[src/rtl/audio_pkg.sv]
// audio_pkg: constants and types shared by the audio output stages.
// Sample width, I2S slot geometry, clamp limits and I2S FSM encoding.
package audio_pkg;

   localparam int DATA_W = 24;
   localparam int SLOT_W = 32;

   localparam logic [DATA_W-1:0] SAT_MAX = 24'h7FFFFF;
   localparam logic [DATA_W-1:0] SAT_MIN = 24'h800000;

   typedef enum logic [1:0] {
      ST_IDLE  = 2'd0,
      ST_LEFT  = 2'd1,
      ST_RIGHT = 2'd2
   } i2s_state_t;

endpackage

[src/rtl/i2s_tx_if.sv]
// i2s_tx_if: valid/ready sample stream into the I2S transmitter.
// The producer drives data/valid, the transmitter drives ready.
interface i2s_tx_if;

   logic [31:0] s_data;
   logic        s_valid;
   logic        s_ready;

   modport master (output s_data, output s_valid, input s_ready);
   modport slave  (input s_data, input s_valid, output s_ready);

endinterface

[src/rtl/audio_sat.sv]
// audio_sat: clamp a signed 32-bit sample to a signed DATA_W-bit range.
// Purely combinational; clip_o flags that the limit was applied.
module audio_sat #(
   parameter int DATA_W = audio_pkg::DATA_W
) (
   input  logic signed [31:0]       in_i,
   output logic        [DATA_W-1:0] out_o,
   output logic                     clip_o
);

   localparam logic [DATA_W-1:0] HI_C =
      (DATA_W == audio_pkg::DATA_W) ? audio_pkg::SAT_MAX
                                    : {1'b0, {(DATA_W-1){1'b1}}};
   localparam logic [DATA_W-1:0] LO_C =
      (DATA_W == audio_pkg::DATA_W) ? audio_pkg::SAT_MIN
                                    : {1'b1, {(DATA_W-1){1'b0}}};
   localparam logic signed [31:0] HI_S =
      {{(32-DATA_W){HI_C[DATA_W-1]}}, HI_C};
   localparam logic signed [31:0] LO_S =
      {{(32-DATA_W){LO_C[DATA_W-1]}}, LO_C};

   // Pass the low bits through unless the value is outside the range.
   always_comb begin
      out_o  = in_i[DATA_W-1:0];
      clip_o = 1'b0;
      if (in_i > HI_S) begin
         out_o  = HI_C;
         clip_o = 1'b1;
      end else if (in_i < LO_S) begin
         out_o  = LO_C;
         clip_o = 1'b1;
      end
   end

endmodule

[src/rtl/i2s_tx.sv]
// i2s_tx: mono I2S transmitter with a one-sample holding register.
// bclk is divided from clk; sdata/lrclk move only on bclk falling edges.
module i2s_tx
   import audio_pkg::*;
#(
   parameter int BCLK_DIV = 2,
   parameter int DATA_W   = audio_pkg::DATA_W,
   parameter int SLOT_W   = audio_pkg::SLOT_W
) (
   input  logic    clk,
   input  logic    rst,
   i2s_tx_if.slave s_if,
   output logic    bclk,
   output logic    lrclk,
   output logic    sdata,
   output logic    sat,
   output logic    underrun
);

   localparam int DVW = (BCLK_DIV > 1) ? $clog2(BCLK_DIV) : 1;
   localparam int PW  = $clog2(2 * SLOT_W);
   localparam int IW  = (DATA_W > 1) ? $clog2(DATA_W) : 1;

   localparam logic [DVW-1:0] DIV_LAST = DVW'(BCLK_DIV - 1);
   localparam logic [PW-1:0]  P_LAST   = PW'(2 * SLOT_W - 1);
   localparam logic [PW-1:0]  P_SLOT   = PW'(SLOT_W);
   localparam logic [PW-1:0]  P_LR_LO  = PW'(SLOT_W - 1);
   localparam logic [PW-1:0]  K_MAX    = PW'(DATA_W);

   logic [DVW-1:0]    div_q, div_d;
   logic              bclk_q, bclk_d;
   logic [PW-1:0]     p_q, p_d;
   logic              lrclk_q, lrclk_d;
   logic              sdata_q, sdata_d;
   logic [DATA_W-1:0] hold_q, hold_d;
   logic              hv_q, hv_d;
   logic [DATA_W-1:0] tx_q, tx_d;
   logic              sat_q, sat_d;
   logic              und_q, und_d;
   i2s_state_t        st_q, st_d;

   logic              tick, fall, load, xfer, clip;
   logic [PW-1:0]     p_nx, k_nx;
   logic [IW-1:0]     bit_sel;
   logic [DATA_W-1:0] clamp;

   audio_sat #(.DATA_W(DATA_W)) u_sat (
      .in_i   (s_if.s_data),
      .out_o  (clamp),
      .clip_o (clip)
   );

   assign tick    = (div_q == DIV_LAST);
   assign fall    = tick && bclk_q;
   assign xfer    = s_if.s_valid && !hv_q;
   assign p_nx    = (p_q == P_LAST) ? '0 : p_q + 1'b1;
   assign k_nx    = (p_nx >= P_SLOT) ? p_nx - P_SLOT : p_nx;
   assign bit_sel = IW'(DATA_W - int'(k_nx));

   // FSM state register.
   always_ff @(posedge clk) begin
      if (rst) st_q <= ST_IDLE;
      else     st_q <= st_d;
   end

   // FSM next state: slot boundaries fall on bclk falling edges.
   always_comb begin
      st_d = st_q;
      if (fall) begin
         case (st_q)
            ST_IDLE:  st_d = ST_LEFT;
            ST_LEFT:  if (p_nx == P_SLOT) st_d = ST_RIGHT;
            ST_RIGHT: if (p_nx == '0)     st_d = ST_LEFT;
            default:  st_d = ST_IDLE;
         endcase
      end
   end

   // FSM outputs: a frame load happens on the fall that opens a left slot.
   always_comb begin
      load = 1'b0;
      case (st_q)
         ST_IDLE:  load = fall;
         ST_RIGHT: load = fall && (p_nx == '0);
         default:  load = 1'b0;
      endcase
   end

   // Next values for divider, serializer, holding register and pulses.
   always_comb begin
      div_d   = tick ? '0 : div_q + 1'b1;
      bclk_d  = tick ? ~bclk_q : bclk_q;
      p_d     = p_q;
      lrclk_d = lrclk_q;
      sdata_d = sdata_q;
      hold_d  = hold_q;
      hv_d    = hv_q;
      tx_d    = tx_q;
      sat_d   = xfer && clip;
      und_d   = 1'b0;
      if (fall) begin
         p_d     = p_nx;
         lrclk_d = (p_nx >= P_LR_LO) && (p_nx != P_LAST);
         sdata_d = (k_nx != '0) && (k_nx <= K_MAX) && tx_q[bit_sel];
      end
      if (xfer) begin
         hold_d = clamp;
         hv_d   = 1'b1;
      end
      if (load) begin
         if (hv_q) begin
            tx_d = hold_q;
            hv_d = 1'b0;
         end else begin
            tx_d  = '0;
            und_d = 1'b1;
         end
      end
   end

   // Datapath registers; reset aborts any frame and drops the held sample.
   always_ff @(posedge clk) begin
      if (rst) begin
         div_q   <= '0;
         bclk_q  <= 1'b0;
         p_q     <= P_LAST;
         lrclk_q <= 1'b1;
         sdata_q <= 1'b0;
         hold_q  <= '0;
         hv_q    <= 1'b0;
         tx_q    <= '0;
         sat_q   <= 1'b0;
         und_q   <= 1'b0;
      end else begin
         div_q   <= div_d;
         bclk_q  <= bclk_d;
         p_q     <= p_d;
         lrclk_q <= lrclk_d;
         sdata_q <= sdata_d;
         hold_q  <= hold_d;
         hv_q    <= hv_d;
         tx_q    <= tx_d;
         sat_q   <= sat_d;
         und_q   <= und_d;
      end
   end

   assign s_if.s_ready = !hv_q;
   assign bclk         = bclk_q;
   assign lrclk        = lrclk_q;
   assign sdata        = sdata_q;
   assign sat          = sat_q;
   assign underrun     = und_q;

endmodule

[src/flat_wrapper.sv]
// flat-port wrapper written by rule: the top's interface ports become plain ports
module i2s_tx_flat import audio_pkg::*;
#(
   parameter int BCLK_DIV = 2,
   parameter int DATA_W   = audio_pkg::DATA_W,
   parameter int SLOT_W   = audio_pkg::SLOT_W
)
  (clk, rst, bclk, lrclk, sdata, sat, underrun, s_if_s_data, s_if_s_valid, s_if_s_ready);
  i2s_tx_if s_if_i ();
  input  logic clk;
  input  logic rst;
  output logic bclk;
  output logic lrclk;
  output logic sdata;
  output logic sat;
  output logic underrun;
  input wire logic [$bits(s_if_i.s_data)-1:0] s_if_s_data;
  input wire logic [$bits(s_if_i.s_valid)-1:0] s_if_s_valid;
  output wire logic [$bits(s_if_i.s_ready)-1:0] s_if_s_ready;
  assign s_if_i.s_data = s_if_s_data;
  assign s_if_i.s_valid = s_if_s_valid;
  assign s_if_s_ready = s_if_i.s_ready;
  i2s_tx #(.BCLK_DIV(BCLK_DIV), .DATA_W(DATA_W), .SLOT_W(SLOT_W)) u_core (.clk(clk), .rst(rst), .s_if(s_if_i), .bclk(bclk), .lrclk(lrclk), .sdata(sdata), .sat(sat), .underrun(underrun));
endmodule
[config.mk]
export PLATFORM = sky130hd
export DESIGN_NAME = i2s_tx_flat
export DESIGN_NICKNAME = d
export VERILOG_FILES = /design/src/rtl/audio_pkg.sv /design/src/rtl/i2s_tx_if.sv /design/src/rtl/audio_sat.sv /design/src/rtl/i2s_tx.sv /design/src/flat_wrapper.sv
export SDC_FILE = /design/constraint.sdc
export NUM_CORES = 1
export LEC_CHECK = 0
export CORE_ASPECT_RATIO = 1.2
export CORE_MARGIN = 2
export CORE_UTILIZATION = 59
export CTS_CLUSTER_DIAMETER = 50
export DETAILED_ROUTE_END_ITERATION = 8
export GPL_ROUTABILITY_DRIVEN = 0
export PLACE_DENSITY = 0.89
export SLEW_MARGIN = 20
export SYNTH_ARGS = -nofsm -noshare
export SYNTH_HDL_FRONTEND = slang
export SYNTH_SLANG_ARGS = --single-unit
[constraint.sdc]
create_clock -name clk -period 7.6 [get_ports clk]
set_clock_uncertainty 0.05 [all_clocks]
set_input_delay 1.52 -clock clk [delete_from_list [all_inputs] [get_ports clk]]
set_output_delay 1.52 -clock clk [all_outputs]
set_load 0.01 [all_outputs]
==> impl_metrics.ini <==
[run_status]
status = complete, no violations

[floorplan]
die-height_um = 83.16
die_w_um = 69.96
num_rows = 28
core_region_area_um2 = 4975
die-area_um2 = 5818
initial_core_util_pct = 61.92
io_pins = 41

[critical_path]
crit_required_ps = 6030
r2r_cells = 6
reg2reg_slack_ps = 4490
arrival_ps = 1970
r2r_start = u_core.p_q[0]
worst_setup_path_start_kind = flop
r2r-end = u_core.tx_q[19]
worst-path-max-fanout = 28
crit_type = flop to primary output
endpoint_kind = primary output

[placed_design]
detailedPlace.worstSlack_ps = 4476
io_buffers = 40
dpl.hpwl_um = 4378
dp.cells = 448

[layout]
drive_gt1_share_pct = 6.948
final_nets = 436
stdcell_count = 463
num_antenna_cells = 0
syn_to_final_growth_pct = 15.64

[synth]
netlist_area_um2 = 3080
synth-main-ff-cell = dfxtp_1
synth_area_leader_cell = dfxtp_1
synth_area_leaders = dfxtp_1 41%, a21oi_1 10%, nand2_1 7.6%
async_reset_ff_share_pct = 0
yosysTopAreaCellShare_pct = 40.94
synth-edff-count = 0
ys_top_cells_by_count = 63 x dfxtp_1, 62 x a21oi_1, 62 x nand2_1, 31 x nand3_1, 25 x o211ai_1
ys_warn_count = 0
ys_seq_area_share_pct = 40.94
synth_most_common_cell = dfxtp_1
avgSynthCellArea_um2 = 8.106
ys_ff_latch = 63
syn_nets = 417
ys_types = 50
synthCells = 380

[clock_tree]
cts.clk_slew.worst_paths_ps = 60
htreeDepth = 3
clkLatencyLatePin_ps = 340
cts_buffers = 9
clock_sinks = 63
post_cts_buffers = 0
cts_buffer_depth = 2
postCtsHoldBufs = 0
ctsResizeCount = 0
cts-root-buf = clkbuf_8
cts_tree = done

[route]
viasPerCell = 6.153
drtIter0Drc = 228
vias = 2849
wl_um = 7124
first_pass_iters = 5
drcViolationCount = 0
antenna_left = 0
wl_per_cell_um = 15.39

[worst_hold_path]
holdPathStages = 2
hold_start = u_core.tx_q[1]
min_to = u_core.tx_q[1]
hold_path.class = flop to flop

[timing]
max_slew_margin_pct = 32.13
tns_ps = 0
setup_viol = 0
finalCritPeriodShare_pct = 46.61
rsz0062_at_grt = no
finalHoldViolCount = 0
period_minus_slack_ps = 3542
fin_ws_ps = 4058
slew_violations = 0
clock.fmax_ghz = 0.2823
worstMarginPinSlew_ps = 1015

[job]
maxCapViolCount = 0

[grt]
grt_overflow = 0
grt_pass1_vias = 2678
antenna_found_initial = 0
grt_max_degree = 65
grtUsageTotal_pct = 25.28
grt_pass1_wl_um = 12040

[pwr]
p_leak_nw = 1.229
vdd_drop_max_uv = 142.0
power_density_nw_per_um2 = 204.9
[worst max path at each step]
stage / slack [ps] / cells past startpoint / endpoint / start
floorplan: 5040 / 5 / u_core.hold_q[10] / s_if_s_data[30]
global placement: 4480 / 2 / s_if_s_ready / u_core.hv_q
detailed placement: 4480 / 2 / s_if_s_ready / u_core.hv_q
CTS: 4060 / 2 / s_if_s_ready / u_core.hv_q
global route: 3930 / 2 / s_if_s_ready / u_core.hv_q
finish: 4060 / 2 / s_if_s_ready / u_core.hv_q
[per-layer routing]
metal	global-route usage [%]	up-vias	share of wire, %	wire, um
met2	43.55	96	52	3711
met1	30.29	1343	41	2942
met3	5.461	16	4.6	326
met4	10.31	0	2.0	144
li1	-	1394	-	-
met5	0	-	0	0
[registers in the layout (all words and copies together) (netlist names), 2 cells and up]
signal and flops:
u_core.hold_q 24, u_core.tx_q 24, u_core.p_q 6, u_core.st_q 2
[worst max-delay path, cell delays in order (launching register included)]
cell and delay (ps):
dfxtp_1 980, inv_1 140, clkdlybuf4s50_1 520
[power breakdown]
part           total [mW]  internal, mW  switching (mW)
combinational       0.118        0.0527          0.0649
clock               0.252         0.124           0.128
sequential          0.360         0.342          0.0179
total               0.730         0.519           0.211
[logic make-up (layout without fill, tap and decap cells)]
group                    after synthesis  count (layout)  synth area share [%]
AND/OR/NAND/NOR                      140             140                 21.93
adder cells (fa/ha/maj)                3               3                 1.137
XOR/XNOR                               6               6                 1.706
multiplexers                           8               8                 3.493
buffers and inverters                 42              65                 6.945
flip-flops                            63              63                 40.94
AO/OA/AOI/OAI                        118             118                 23.84
[final cells by class]
type                            instances  area [um^2]
Multi-Input combinational cell        275         1605
Fill cell                             424         1413
Sequential cell                        63         1261
Timing Repair Buffer                   44        425.4
Clock buffer                           10        137.6
Tap cell                               60        75.07
Clock inverter                          5        35.03
Inverter                                6        22.52
[cells in the final DEF (no fill, tap or decap), types with 7 or more instances in the layout]
master	synthesis	final
nand3_1	31	31
a21oi_1	62	62
clkbuf_8	0	10
clkdlybuf4s50_1	0	39
dfxtp_1	63	63
o211ai_1	25	25
o21ai_0	7	7
nand2_1	62	62
nor2_1	10	10
[stage by stage]
step	hold slack, ps	instance area [um^2]	power, mW	util [%]
finish	400.1	3562	0.7298	71.60
global route	423.7	3562	0.7622	71.60
CTS	403.2	3562	0.7332	71.60
detailed placement	393.8	3390	0.4821	68.13
global placement	387.6	3390	0.4778	68.13
floorplan	378.4	3080	0.4472	-
Power figures use the tool's default switching activity.
